File: src/rtl/wide_add_sequencer.sv
// wide_add_sequencer: byte-serial wide add/sub driving an external 8-bit ripple-carry adder.
module wide_add_sequencer #(
    parameter int NBYTES = 4
) (
    input  logic                clk,
    input  logic                rst,
    input  logic                start,
    input  logic                sub,
    input  logic                cin,
    input  logic [8*NBYTES-1:0] op_a,
    input  logic [8*NBYTES-1:0] op_b,
    output logic                busy,
    output logic                done,
    output logic [8*NBYTES-1:0] result,
    output logic                carry_out,
    output logic                overflow,
    output logic [7:0]          add_a,
    output logic [7:0]          add_b,
    output logic                add_cin,
    input  logic [7:0]          add_sum,
    input  logic                add_cout
);
    localparam int W  = 8*NBYTES;
    localparam int IW = $clog2(NBYTES);

    typedef enum logic [1:0] {IDLE, RUN, DONE} state_t;

    state_t        state, state_nxt;
    logic [IW-1:0] idx;
    logic [W-1:0]  a_reg, b_reg;
    logic          carry;
    logic          last;

    assign last = idx == IW'(NBYTES-1);

    always_ff @(posedge clk) begin
        if (rst) state <= IDLE;
        else     state <= state_nxt;
    end

    always_comb begin
        state_nxt = state;
        busy      = 1'b0;
        done      = 1'b0;
        add_a     = '0;
        add_b     = '0;
        add_cin   = 1'b0;
        case (state)
            IDLE: state_nxt = start ? RUN : IDLE;
            RUN: begin
                busy      = 1'b1;
                add_a     = a_reg[8*idx +: 8];
                add_b     = b_reg[8*idx +: 8];
                add_cin   = carry;
                state_nxt = last ? DONE : RUN;
            end
            DONE: begin
                busy      = 1'b1;
                done      = 1'b1;
                state_nxt = IDLE;
            end
            default: state_nxt = IDLE;
        endcase
    end

    // b_reg holds ~op_b in subtract mode, so overflow uses the effective addend sign
    always_ff @(posedge clk) begin
        if (rst) begin
            idx       <= '0;
            a_reg     <= '0;
            b_reg     <= '0;
            carry     <= 1'b0;
            result    <= '0;
            carry_out <= 1'b0;
            overflow  <= 1'b0;
        end else if (state == IDLE && start) begin
            a_reg <= op_a;
            b_reg <= sub ? ~op_b : op_b;
            carry <= sub | cin;
            idx   <= '0;
        end else if (state == RUN) begin
            result[8*idx +: 8] <= add_sum;
            carry              <= add_cout;
            if (last) begin
                carry_out <= add_cout;
                overflow  <= (a_reg[W-1] == b_reg[W-1]) && (add_sum[7] != a_reg[W-1]);
            end else begin
                idx <= idx + 1'b1;
            end
        end
    end
endmodule
File: config.mk
export PLATFORM = sky130hd
export DESIGN_NAME = wide_add_sequencer
export DESIGN_NICKNAME = d
export VERILOG_FILES = /design/src/rtl/wide_add_sequencer.sv
export SDC_FILE = /design/constraint.sdc
export NUM_CORES = 1
export LEC_CHECK = 0
export ABC_AREA = 1
export BUFFER_PORTS_ARGS = -buffer_cell sky130_fd_sc_hd__buf_2
export CORE_MARGIN = 5
export CORE_UTILIZATION = 24
export CTS_CLUSTER_SIZE = 20
export DETAILED_ROUTE_END_ITERATION = 8
export SKIP_CTS_REPAIR_TIMING = 1
export SYNTH_ARGS = -nofsm -noshare
export SYNTH_HDL_FRONTEND = slang
export SYNTH_SLANG_ARGS = --single-unit
export TNS_END_PERCENT = 5
File: constraint.sdc
create_clock -name clk -period 1.9 [get_ports clk]
set_input_delay 0.095 -clock clk [delete_from_list [all_inputs] [get_ports clk]]
set_output_delay 0.095 -clock clk [all_outputs]
set_load 0.02 [all_outputs]
---- Word level (Yosys, flattened, before mapping) ----
Cells that the tools add are included.
word-level totals
  register bits ........................... 103
  input port bits ......................... 78
  output and inout port bits .............. 53
  word-level logic and storage cells ...... 44
operators by class
  add/subtract/negate cells ............... 2
  eq/ne operators ......................... 5
  shift-type cells ........................ 4
  mux-type cells .......................... 12
  bitwise gates (word level) .............. 4
  reductions and logical operators ........ 9
operators by type and width
  kind                       count
  $shiftx A32 B6 Y8          2
  $neg A5 Y34                1
  $shift A8 B34 Y32 const A  1
  $shiftx A8 B34 Y32         1
  $bwmux W32                 1
  $mux W32                   1
  $not A32 Y32               1
  $mux W8                    2
  $mux W1                    6
  $eq A2 B2 Y1 const B       2
  $pmux W2 S2                1
  $reduce_and A2 Y1          2
  $reduce_or A2 Y1           2
  $reduce_and A3 Y1          1
  $add A2 B1 Y2 const B      1
  $eq A2 B1 Y1 const B       1
  $logic_and A1 B1 Y1        2
  $logic_not A2 Y1           1
  $mux W2                    1
  $not A1 Y1                 2
  $reduce_bool A2 Y1         1
  $eq A1 B1 Y1               1
  $ne A1 B1 Y1               1
  $or A1 B1 Y1               1

---- Longest topological paths before layout ----
  depth in word-level cells ............... 4
  mapped depth ............................ 10

---- Worst setup path after synthesis ----
Ideal clock, no wire load.
  path type ............................... reg-to-reg
  start point ............................. register idx[0]
  end point ............................... register result[11]
  data arrival time ....................... 1501 ps
  required time ........................... 1833 ps
  path slack .............................. 332 ps
  cell stages (with the launch flop) ...... 11
  path buffers ............................ 3
  path through ............................ dfxtp_1 buf_4 inv_4 buf_2 ha_1 buf_4 inv_2 nand2_1 nor2_4 nand2_1 a21oi_2
on the way
  cells in the longest elaborated chain, start to end .. 3
  elaborated cells on any way between the ends .. 4
  those cells by class .................... add/sub (1); shift (2); mux (1)
RTL lines
  what                                                     line  RTL
  start: declaration                                       29    logic [IW-1:0] idx;
  start signal: assignment                                 88    idx <= idx + 1'b1;
  $neg A5 Y34 (*)                                          82    result[8*idx +: 8] <= add_sum;
  $shiftx A8 B34 Y32 or $shift A8 B34 Y32 (tied branches)  82
  $bwmux W32 (*)                                           82
  end signal: indexed assignment                           82
  end: declaration                                         14    output logic [8*NBYTES-1:0] result,
Every way passes the cells marked *; elsewhere a longest branch is shown, timed or not.
A chain may end at the register's enable or synchronous reset.

---- Worst setup path after layout ----
  start point ............................. register idx[0]
  end point ............................... output add_b[0]
on the way
  cells in the longest elaborated chain, start to end .. 2
RTL lines
  what               line  RTL
  $shiftx A32 B6 Y8  53    add_b = b_reg[8*idx +: 8];
  $mux W8            48    case (state)
  end: declaration   18    output logic [7:0] add_b,
No other way between the ends.

==> flow_summary_export.csv <==
group,metric,value,unit
final_layout,fillCellCount,2278,
sta,fin_ws,0.137,ns
setup_path,r2r_start,"idx[0]$_SDFFE_PP0P_",
clocking,numCtsBuffers,9,
power,leakagePower,2.65,nW
global_routing,grt_pass1_wl,22.4,mm
setup_path,crit_top_cell,"nand2_1",
clocking,cts_root_buf,"clkbuf_16",
place,pre_cts_ws,0.341,ns
setup_path,crit_end,"add_b[0]",
final_layout,fin_nets,882,
setup_path,cp-start-kind,"register",
drt,drt_iter0_drc,238,
global_routing,antenna_found_initial,0,
min_path,min_path_type,"in2reg",
clocking,cts_tree,"yes",
sta,tightestPinTransition,0.425,ns
setup_path,crit_chain,"buf_4 > nand2_1 > nand2_1 > nand2_1 > a21oi_1 > buf_2",
floorplanning,dieArea,23400,µm²
power,power.density,840,nW/µm²
synthesis,synth_nets,771,
place,place.gp.congestion,0.771,
setup_path,crit_start,"idx[0]$_SDFFE_PP0P_",
global_routing,grt_remaining_overflow,0,
drt,post-route-drc-count,0,
synthesis,synth_ff_type,"dfxtp_1",
floorplanning,core,20200,µm²
setup_path,arrival,1.67,ns
place,io_buffers,130,
floorplanning,core.rowCount,52,
global_routing,grtUsageTotal,11.9,%
final_layout,final_util,30.1,%
setup_path,r2r_slack,0.32,ns
synthesis,post-synth-top-count-cell,"nand2_1",
sta,rsz0062_at_grt,"yes",
synthesis,synth_cell_types,23,
sta,finClkSkew,0.00751,ns
floorplanning,die_width,153,µm
clocking,htree_levels,3,
place,dp_hpwl,10.2,mm
sta,hold-worst-slack,0.0139,ns
sta,slew_headroom,71.7,%
setup_path,reg2regPathDepth,6,
floorplanning,ios,131,
drt,postRouteAntennaNets,0,
synthesis,avgSynthCellArea,7.15,µm²
clocking,clk_latency,0.35,ns
synthesis,async_reset_ff_share,0,%
setup_path,critPathTopFamily,"buffers and inverters",
final_layout,antenna_cells,0,
synthesis,synth_top_area_cell,"dfxtp_1",
sta,timing.final.crit_period,1.76,ns
setup_path,cpMaxStageDelayCell,"dfxtp_2",
synthesis,yosysWarningCount,0,
run_status,outcome,"finished clean",
job,maxCapViolations,0,
floorplanning,die_y,153,µm
synthesis,ys_seq_area_share,42.1,%
final_layout,drive_gt1_share,22.2,%
setup_path,reg2reg_to,"result[0]$_SDFFE_PP0P_",
setup_path,worstPathMaxFanout,17,
synthesis,synth_top_area_share,42.1,%
drt,wl_per_cell,12.9,µm
power,design_power_total,0.00511,W
global_routing,grt_pass1_vias,4383,
setup_path,cp_num_buf_inv,2,
drt,viasPerCell,4.22,
global_routing,grt_max_degree,68,
sta,final-hold-violation-count,0,
setup_path,end_kind,"primary output",
final_layout,areaGrowthSynthToFinish,24.2,%
synthesis,netlist_instances,685,
clocking,cts_sinks,103,
sta,clock.fmax,567,MHz
sta,period_share,92.8,%
sta,slew_violations,0,
clocking,cts.clk_slew.worst_paths,0.07,ns
setup_path,max_stage_delay,0.42,ns
setup_path,critical_path_depth,6,
drt,vias,4523,
synthesis,ys_ff_latch,103,
drt,wl,13.8,mm
setup_path,crit_required,1.80,ns
power,vdd_drop_max,0.415,mV
synthesis,synth_edf_count,0,
synthesis,synth_area_leaders,"dfxtp_1 42%, nand2_1 13%, a21oi_1 11%, xnor2_1 5.7%, o21ai_0 5.4%",
setup_path,critPathKind,"reg2out",
synthesis,syn_area,4900,µm²
synthesis,synthTopCellsByCount,"171 x nand2_1, 106 x a21oi_1, 103 x dfxtp_1",
sta,setup_viol,0,
floorplanning,initial_core_util,24.3,%
clocking,cts_buffer_depth,2,
drt,detail_route.first_pass.iterations,4,
-- power breakdown --
group          internal, W  switching, W  total (W)
sequential         0.00229     0.0000593    0.00235
combinational     0.000305      0.000486   0.000790
clock              0.00108      0.000883    0.00196
total              0.00368       0.00143    0.00511
-- metrics by stage --
step / TNS (ns) / cell area, µm² / std cells
3_5_place_dp: 0 / 5760 / 1055
5_1_grt: -0.00369 / 6080 / 1071
4_1_cts: 0 / 6070 / 1071
6_report: 0 / 6080 / 1071
3_3_place_gp: 0 / 5760 / 1055
2_1_floorplan: 0 / 4900 / 685
-- logic make-up after synthesis --
kind of cell,Yosys count,share of synthesized area (%)
AND/OR/NAND/NOR,259,21.4
AO/OA/AOI/OAI,173,17.9
buffers and inverters,110,10.9
flip-flops,103,42.1
XOR/XNOR,32,5.72
adder cells (fa/ha/maj),8,2.04
-- placed cells by master (no fill, tap or decap), drive strengths merged --
master | synthesis | routed
a21oi | 108 | 108
bufinv | 0 | 1
inv | 67 | 70
o21ai | 64 | 64
buf | 35 | 143
clkinvlp | 0 | 2
xnor2 | 32 | 32
o211ai | 1 | 1
nand3 | 20 | 20
nor3 | 1 | 1
nor2 | 62 | 62
nand2 | 176 | 176
clkbuf | 8 | 10
ha | 8 | 8
dfxtp | 103 | 103
-- worst reg2reg max path, cell delays in order, from the launching register on --
cell     delay, ns
dfxtp_2       0.37
inv_4         0.13
ha_1          0.36
nand2_2       0.21
nor2_4        0.24
nand2_1       0.08
a21oi_1       0.12
-- per-layer routing --
metal / up-vias / share of wire [%] / track usage [%]
li1: 2379 / - / -
met1: 2033 / 48 / 15.6
met2: 94 / 46 / 19.1
met3: 17 / 4.1 / 2.54
met4: 0 / 2.0 / 4.67
met5: - / 0 / 0
-- worst min path at each step --
stage / start / endpoint / slack [ns] / cells after the start
floorplan: op_a[20] / a_reg[20]$_SDFFE_PP0P_ / 0.26 / 2
global placement: op_a[18] / a_reg[18]$_SDFFE_PP0P_ / 0.38 / 3
detailed placement: op_a[21] / a_reg[21]$_SDFFE_PP0P_ / 0.38 / 3
CTS: op_a[21] / a_reg[21]$_SDFFE_PP0P_ / 0.001 / 3
global route: op_a[21] / a_reg[21]$_SDFFE_PP0P_ / 0.02 / 3
finish: op_a[23] / a_reg[23]$_SDFFE_PP0P_ / 0.01 / 3
-- final cells by class --
type | instances | area [µm²] | area share, %
tap | 270 | 338 | 5.56
inverter | 67 | 254 | 4.18
clock inverter | 6 | 76.3 | 1.26
clock buffer | 10 | 239 | 3.93
sequential | 103 | 2060 | 33.9
timing repair buffer | 143 | 806 | 13.3
multi-input combinational | 472 | 2300 | 37.9
Power figures use the tool's default switching activity.
